## config.mk

```make
export PLATFORM = sky130hd
export DESIGN_NAME = mem_responder
export DESIGN_NICKNAME = d
export VERILOG_FILES = /design/src/rtl/mem_responder_pkg.sv /design/src/rtl/resp_ram.sv /design/src/rtl/mem_responder.sv
export SDC_FILE = /design/constraint.sdc
export NUM_CORES = 1
export LEC_CHECK = 0
export ABC_AREA = 1
export ABC_CLOCK_PERIOD_IN_PS = 3200
export BUFFER_PORTS_ARGS = -buffer_cell sky130_fd_sc_hd__buf_2
export CORE_MARGIN = 3
export CORE_UTILIZATION = 45
export CTS_CLUSTER_DIAMETER = 120
export DETAILED_ROUTE_END_ITERATION = 12
export GPL_ROUTABILITY_DRIVEN = 0
export GPL_TIMING_DRIVEN = 0
export PLACE_DENSITY_LB_ADDON = 0.25
export SYNTH_ARGS = -nofsm -noshare
export SYNTH_HDL_FRONTEND = slang
export SYNTH_SLANG_ARGS = --single-unit
```

## constraint.sdc

```tcl
create_clock -name clk -period 3.2 [get_ports clk]
set_clock_uncertainty 0.1 [all_clocks]
set_input_delay 0 -clock clk [delete_from_list [all_inputs] [get_ports clk]]
set_output_delay 0 -clock clk [all_outputs]
set_load 0.1 [all_outputs]
```

## src/rtl/mem_responder_pkg.sv

```systemverilog
// Shared types and defaults for the memory-side responder and its RAM.
package mem_responder_pkg;

  localparam int ADDR_W_DEF = 5;
  localparam int DATA_W_DEF = 16;
  localparam int DEPTH_DEF  = 32;

  typedef enum logic [1:0] {
    ST_LOAD,
    ST_SERVE,
    ST_DUMP,
    ST_DONE
  } state_e;

  localparam logic [DATA_W_DEF-1:0] ZERO_WORD = '0;

endpackage

```

## src/rtl/resp_ram.sv

```systemverilog
// Single-port synchronous RAM; registered read returns the pre-write word.
module resp_ram #(
  parameter int ADDR_W = 5,
  parameter int DATA_W = 16,
  parameter int DEPTH  = 32
) (
  input  logic              clk,
  input  logic [ADDR_W-1:0] addr_i,
  input  logic              we_i,
  input  logic [DATA_W-1:0] wdata_i,
  output logic [DATA_W-1:0] rdata_o
);

  logic [DATA_W-1:0] mem_q [DEPTH];
  logic [DATA_W-1:0] rdata_q;

  always_ff @(posedge clk) begin
    if (we_i) mem_q[addr_i] <= wdata_i;
    rdata_q <= mem_q[addr_i];
  end

  assign rdata_o = rdata_q;

endmodule

```

## src/rtl/mem_responder.sv

```systemverilog
// Stages one master run: host load, master read/write service, full-store dump.
module mem_responder
  import mem_responder_pkg::*;
#(
  parameter int ADDR_W = ADDR_W_DEF,
  parameter int DATA_W = DATA_W_DEF,
  parameter int DEPTH  = DEPTH_DEF
) (
  input  logic              clk,
  input  logic              reset,
  input  logic              load_valid,
  input  logic [DATA_W-1:0] load_data,
  input  logic              load_last,
  output logic              load_ready,
  output logic              start,
  input  logic [ADDR_W-1:0] address,
  input  logic              rden,
  input  logic              wren,
  input  logic [DATA_W-1:0] dataout,
  output logic [DATA_W-1:0] datain,
  input  logic              ready,
  output logic              dump_valid,
  output logic [ADDR_W-1:0] dump_addr,
  output logic [DATA_W-1:0] dump_data,
  output logic              done
);

  localparam logic [ADDR_W-1:0] LAST_ADDR = ADDR_W'(DEPTH - 1);
  localparam logic [DATA_W-1:0] ZERO      = DATA_W'(ZERO_WORD);

  state_e            state_q, state_d;
  logic [ADDR_W-1:0] lptr_q, lptr_d;
  logic [ADDR_W-1:0] dptr_q, dptr_d;
  logic              rd_q, dv_q, done_q;
  logic [ADDR_W-1:0] daddr_q;

  logic [ADDR_W-1:0] ram_addr;
  logic              ram_we;
  logic [DATA_W-1:0] ram_wdata;
  logic [DATA_W-1:0] ram_rdata;

  always_ff @(posedge clk) begin
    if (reset) begin
      state_q <= ST_LOAD;
      lptr_q  <= '0;
      dptr_q  <= '0;
      rd_q    <= 1'b0;
      dv_q    <= 1'b0;
      daddr_q <= '0;
      done_q  <= 1'b0;
    end else begin
      state_q <= state_d;
      lptr_q  <= lptr_d;
      dptr_q  <= dptr_d;
      rd_q    <= (state_q == ST_SERVE) && rden;
      dv_q    <= (state_q == ST_DUMP);
      daddr_q <= (state_q == ST_DUMP) ? dptr_q : '0;
      done_q  <= (state_q == ST_DONE);
    end
  end

  always_comb begin
    state_d = state_q;
    lptr_d  = lptr_q;
    dptr_d  = dptr_q;
    case (state_q)
      ST_LOAD: if (load_valid) begin
        lptr_d = lptr_q + 1'b1;
        if (load_last || lptr_q == LAST_ADDR) begin
          state_d = ST_SERVE;
          lptr_d  = '0;
        end
      end
      ST_SERVE: if (ready) begin
        state_d = ST_DUMP;
        dptr_d  = '0;
      end
      ST_DUMP: begin
        dptr_d = dptr_q + 1'b1;
        if (dptr_q == LAST_ADDR) begin
          state_d = ST_DONE;
          dptr_d  = '0;
        end
      end
      default: ;
    endcase
  end

  // RAM port source follows the state; reset kills writes in the same cycle.
  always_comb begin
    ram_addr  = '0;
    ram_we    = 1'b0;
    ram_wdata = ZERO;
    case (state_q)
      ST_LOAD: begin
        ram_addr  = lptr_q;
        ram_we    = load_valid;
        ram_wdata = load_data;
      end
      ST_SERVE: begin
        ram_addr  = address;
        ram_we    = wren;
        ram_wdata = dataout;
      end
      ST_DUMP: ram_addr = dptr_q;
      default: ;
    endcase
    ram_we     = ram_we && !reset;
    load_ready = (state_q == ST_LOAD) || reset;
    start      = (state_q == ST_SERVE) && !reset;
    datain     = (rd_q && !reset) ? ram_rdata : ZERO;
    dump_valid = dv_q && !reset;
    dump_addr  = reset ? '0 : daddr_q;
    dump_data  = (dv_q && !reset) ? ram_rdata : ZERO;
    done       = done_q && !reset;
  end

  resp_ram #(
    .ADDR_W(ADDR_W),
    .DATA_W(DATA_W),
    .DEPTH (DEPTH)
  ) u_ram (
    .clk    (clk),
    .addr_i (ram_addr),
    .we_i   (ram_we),
    .wdata_i(ram_wdata),
    .rdata_o(ram_rdata)
  );

endmodule

```

Yosys cells after proc, flatten, opt, wreduce, memory -nomap -nowiden
Memory sizes are Yosys's and may differ from the RTL's. A register that Yosys moved wholly into a read port is not among the register bits. Index checks and enable logic that the tools add are counted.

Flip-flop bits (word level): 20. RAM bits: 512. Input port bits: 44. Output and inout port bits: 41. Logic and storage cells: 53. Memories: 1.

Memories: u_ram.mem_q (words 32, bits a word 16, rd ports 1, clocked after memory_dff 1, wr ports 1, RTL line resp_ram.sv:14) `logic [DATA_W-1:0] mem_q [DEPTH];`.

Add/sub/neg operators: 2. Equality and inequality tests: 9. Mux-type cells: 17. Bitwise logic cells: 1. Reductions and logical operators: 16.

Operator list (number): two-way mux 16 bit (2); case mux 16 bit (2 select lines) (1); two-way mux 5 bit (4); case mux 5 bit (3 select lines) (1); adder 5 x 1 -> 5 bit (second input constant) (2); equality test 5 bit (second input constant) (2); case mux 5 bit (2 select lines) (1); two-way mux 2 bit (4); logical AND 1 bit (6); != test 2 bit (second input constant) (3); case mux 2 bit (3 select lines) (1); AND reduction 5 bit (1); equality test 2 bit (second input constant) (2); AND reduction 2 bit (2); nonzero test 3 bit (1); equality test 2 x 1 -> 1 bit (second input constant) (1); logical NOT 2 bit (1); logical OR 1 bit (2); two-way mux 1 bit (2); != test 2 x 1 -> 1 bit (second input constant) (1); case mux 1 bit (2 select lines) (1); nonzero test 2 bit (1); OR reduction 2 bit (1); logical NOT 1 bit (1); inverter 1 bit (1).

Logic depth before layout (Yosys ltp)
Word-level depth: 5. Gate-level depth with buffers: 15. Gate-level depth less buffers: 13.

Modules after synthesis
Synthesis repeated with hierarchy kept, for this count alone.

Cell total of the unflattened synthesis: 2308. Area total of the unflattened synthesis: 23391.2 um^2.

Modules (own cells, without submodules): resp_ram (instances 1, cells an instance 2074, area each 21941.0 um^2, seq. area each 15695.1 um^2); mem_responder (instances 1, cells an instance 234, area each 1450.1 um^2, seq. area each 400.4 um^2).

Worst setup path before layout
No wires, ideal clock.

Kind: reg-to-reg. Start point: reg state_q[0]. End point: mem u_ram.mem_q[0][0] (enable). Setup time: 0.388 ns. Arrival: 2.437 ns. Data required time: 2.712 ns. Slack: 0.274 ns. Stages on the path, launching flop included: 12. Path buffers: 2. Period minus slack after synthesis: 2.926 ns. Path through: dfxtp_1 inv_1 ha_1 buf_4 nand2_1 nand3_1 nand2_1 inv_2 nor3_2 buf_2 inv_1 nor2_1.

Cells in the longest elaborated chain, start to end: 5. Elaborated cells between the ends (all ways): 8. Classes of those cells: eq/ne (2); mux (4); reduce/logical (2).

RTL lines: from (decl) (RTL line mem_responder.sv:31) `state_e state_q, state_d;`; from (signal assigned) (RTL line mem_responder.sv:52) `state_q <= state_d;`; equality test 2 x 1 -> 1 bit or logical NOT 2 bit (tied branches) (RTL line mem_responder.sv:94) `case (state_q)`; case mux 1 bit (2 select lines) (RTL line mem_responder.sv:94); logical AND 1 bit (RTL line mem_responder.sv:108) `ram_we = ram_we && !reset;`; two-way mux 1 bit (RTL line resp_ram.sv:18) `if (we_i) mem_q[addr_i] <= wdata_i;`; two-way mux 1 bit (not written as such) (RTL line resp_ram.sv:18); to (decl) (RTL line resp_ram.sv:14).

Parallel ways exist; a longest one is shown, timed or not.

Final worst setup path
Start point: reg state_q[0]. End point: mem u_ram.mem_q[28][4] (enable).

Same word-level chain as after synthesis.

==> reports/results.ini <==
[run_status]
status=finished clean

[routing]
via_per_inst=5.70
met1_length_um=27000
maxUsedRoutingLayer=met5
postRouteAntennaNets=0
drt_pass1_iterations=6
wl_met2_um=32000
num_vias=15500
avgRoutedWirePerCell_um=25.5
route.detailed.drc=0
met3RoutedLength_um=7450
drt_iter0_markers=2153
wirelength_um=69500

[timing]
setup_violations=0
slew_violations=0
fmax_mhz=315
min_period_ns=3.18
rsz0062_at_grt=yes
hold_viol_final=0
finalCritPeriodShare_pct=99.4
relSlewSlack_pct=0.575
worst_pin_slew_ns=1.49
tns_ns=0

[yosys]
syn_inst=1841
seq_area_frac_synth_pct=74.1
ys_async_sr_fraction_pct=0
postSynthAreaPerCell_um2=11.8
yosysWarnings=0
synthesis.nets=1893
synth_flop_cell=edfxtp_1
synth_edf_count=512
synth_area_um2=21700
ys_ff_latch=548
synth_cell_types=33

[power]
ir_worst_vdd_mv=0.583
p_leak_nw=9.86
power_density_nw_per_um2=881
finalPower_mw=23.2

[worst_setup_path]
critPathLaunchType=flip-flop
cp-end-kind=flip-flop
cp_max_fo=10
critical_path_required_ns=3.40
criticalPathCategory=flip-flop to flip-flop
worstPathArrival_ns=3.38

[cts]
clk_pin_slew_ns=0.07
cts_buffer_depth=3
cts_tree=yes
cts_sinks=548
cts_buffers=54
htreeDepth=2
cts-root-buf=clkbuf_16
clkLatencyLatePin_ns=0.61

[finish]
final_common_cell=nand2_1
multi_input_area_um2=5360
fin_area_um2=26300
syn_to_final_growth_pct=21.3
nNetsFinal=2119
final_core_utilization_pct=55.8
seq_area_um2=16100
instances_no_fill=2720
fillerInstances=3811
final_cell_mix=727 x nand2_1, 512 x edfxtp_1, 105 x buf_2
layout-drive-gt1-share_pct=17.0

[grt]
grt_pass1_vias=14600
grt_max_degree=33
grt_overflow_total=0
grt_first_pass_wirelength_um=99200
antenna_found_initial=2
grt_usage_pct=27.3

[die]
io_pins=85
coreArea_um2=47100
die_h_um=226
design.die.area_um2=50900
rows=79
initial_core_util_pct=46.0
die_x_um=226

[hold_path]
worst_hold_path_type=input pin to flip-flop

[placement]
placedInstanceArea_um2=23600
portBuffers=83
place_inst=2559
place_hpwl_um=44400

[job]
maxCapViolCount=0

## flip-flops by register name (all words and copies together) (netlist names)
register	cells
dptr_q	5
daddr_q	5
u_ram.mem_q	512
rd_q	1
u_ram.rdata_o	16
state_q	2
lptr_q	5
done_q	1
dv_q	1
## per-layer routing
metal	vias to the layer above	global-route usage, %
met4	4	11.5
li1	6813	-
met2	981	43.3
met3	173	5.25
met5	-	0
met1	7539	37.3
## repair_timing
action / CTS / global route
setup endpoints to repair: 510 / 442
pin swaps: 23 / 9
hold buffers: 10 / 1
gates resized for setup: 58 / 16
hold endpoints to repair: 20 / 7
buffers inserted: 34 / 14
## critical path: stages (launching register included)
cell and delay (ns):
dfxtp_1 0.33, inv_1 0.12, ha_2 0.23, buf_4 0.18
nand2_1 0.09, nand3_1 0.16, nand2_1 0.13, inv_2 0.15
nand2_1 0.19, nor2_4 0.29, buf_8 0.21, clkinvlp_4 0.22
nor2_4 0.22, buf_4 0.22
## logic make-up after synthesis
family | count (synthesis) | synth area share, %
AO/OA/AOI/OAI | 105 | 2.78
XOR/XNOR | 3 | 0.121
adder cells (fa/ha/maj) | 8 | 0.461
buffers and inverters | 140 | 2.85
flip-flops | 548 | 74.1
AND/OR/NAND/NOR | 1037 | 19.7
## per-stage QoR
stage	hold WS [ns]	worst slack [ns]
2_1_floorplan	0.0227	0.274
3_3_place_gp	0.143	-1.81
3_5_place_dp	0.152	-0.854
4_1_cts	0.0547	0.00950
5_1_grt	0.0239	-0.0661
6_report	0.0295	0.0208
## worst paths after layout
kind / start / endpoint / slack (ns) / depth (start not counted)
min reg2reg: dptr_q[2] / dptr_q[2] / 0.40 / 1
min: dataout[0] / u_ram.mem_q[11][0] / 0.03 / 2
max reg2reg: state_q[0] / u_ram.mem_q[28][4] / 0.02 / 13
max: state_q[0] / u_ram.mem_q[28][4] / 0.02 / 13
## where the power goes
group          internal [mW]  switching [mW]
clock network           3.71            2.71
registers               9.07          0.0885
logic                   1.73            5.89
total                   14.5            8.69
## Yosys cell counts, types with 2 or more instances
library cell	number	share of area, %
nor2_2	2	0.058
nor3_2	2	0.092
buf_4	12	0.41
nor2_4	2	0.10
ha_1	8	0.46
a22o_1	16	0.65
o21ai_0	42	0.97
buf_1	7	0.12
xor2_1	3	0.12
nand3_1	84	1.9
dfxtp_1	36	3.3
a21oi_1	42	0.97
buf_2	32	0.74
nand2_1	731	13
inv_1	53	0.92
edfxtp_1	512	71
inv_2	3	0.052
nor2_1	127	2.2
nand4_1	78	2.2
clkbuf_1	31	0.54
nand2_2	2	0.058
nor3_1	5	0.12
## area by class of cell
class	count	area share [%]
Sequential cell	548	61.1
Multi-Input combinational cell	1153	20.4
Timing Repair Buffer	171	6.39
Clock buffer	77	5.77
Tap cell	607	2.88
Buffer	82	1.65
Clock inverter	24	0.965
Inverter	57	0.827
Antenna cell	1	0.00951
Note: power is estimated with default switching activity, not from simulation.
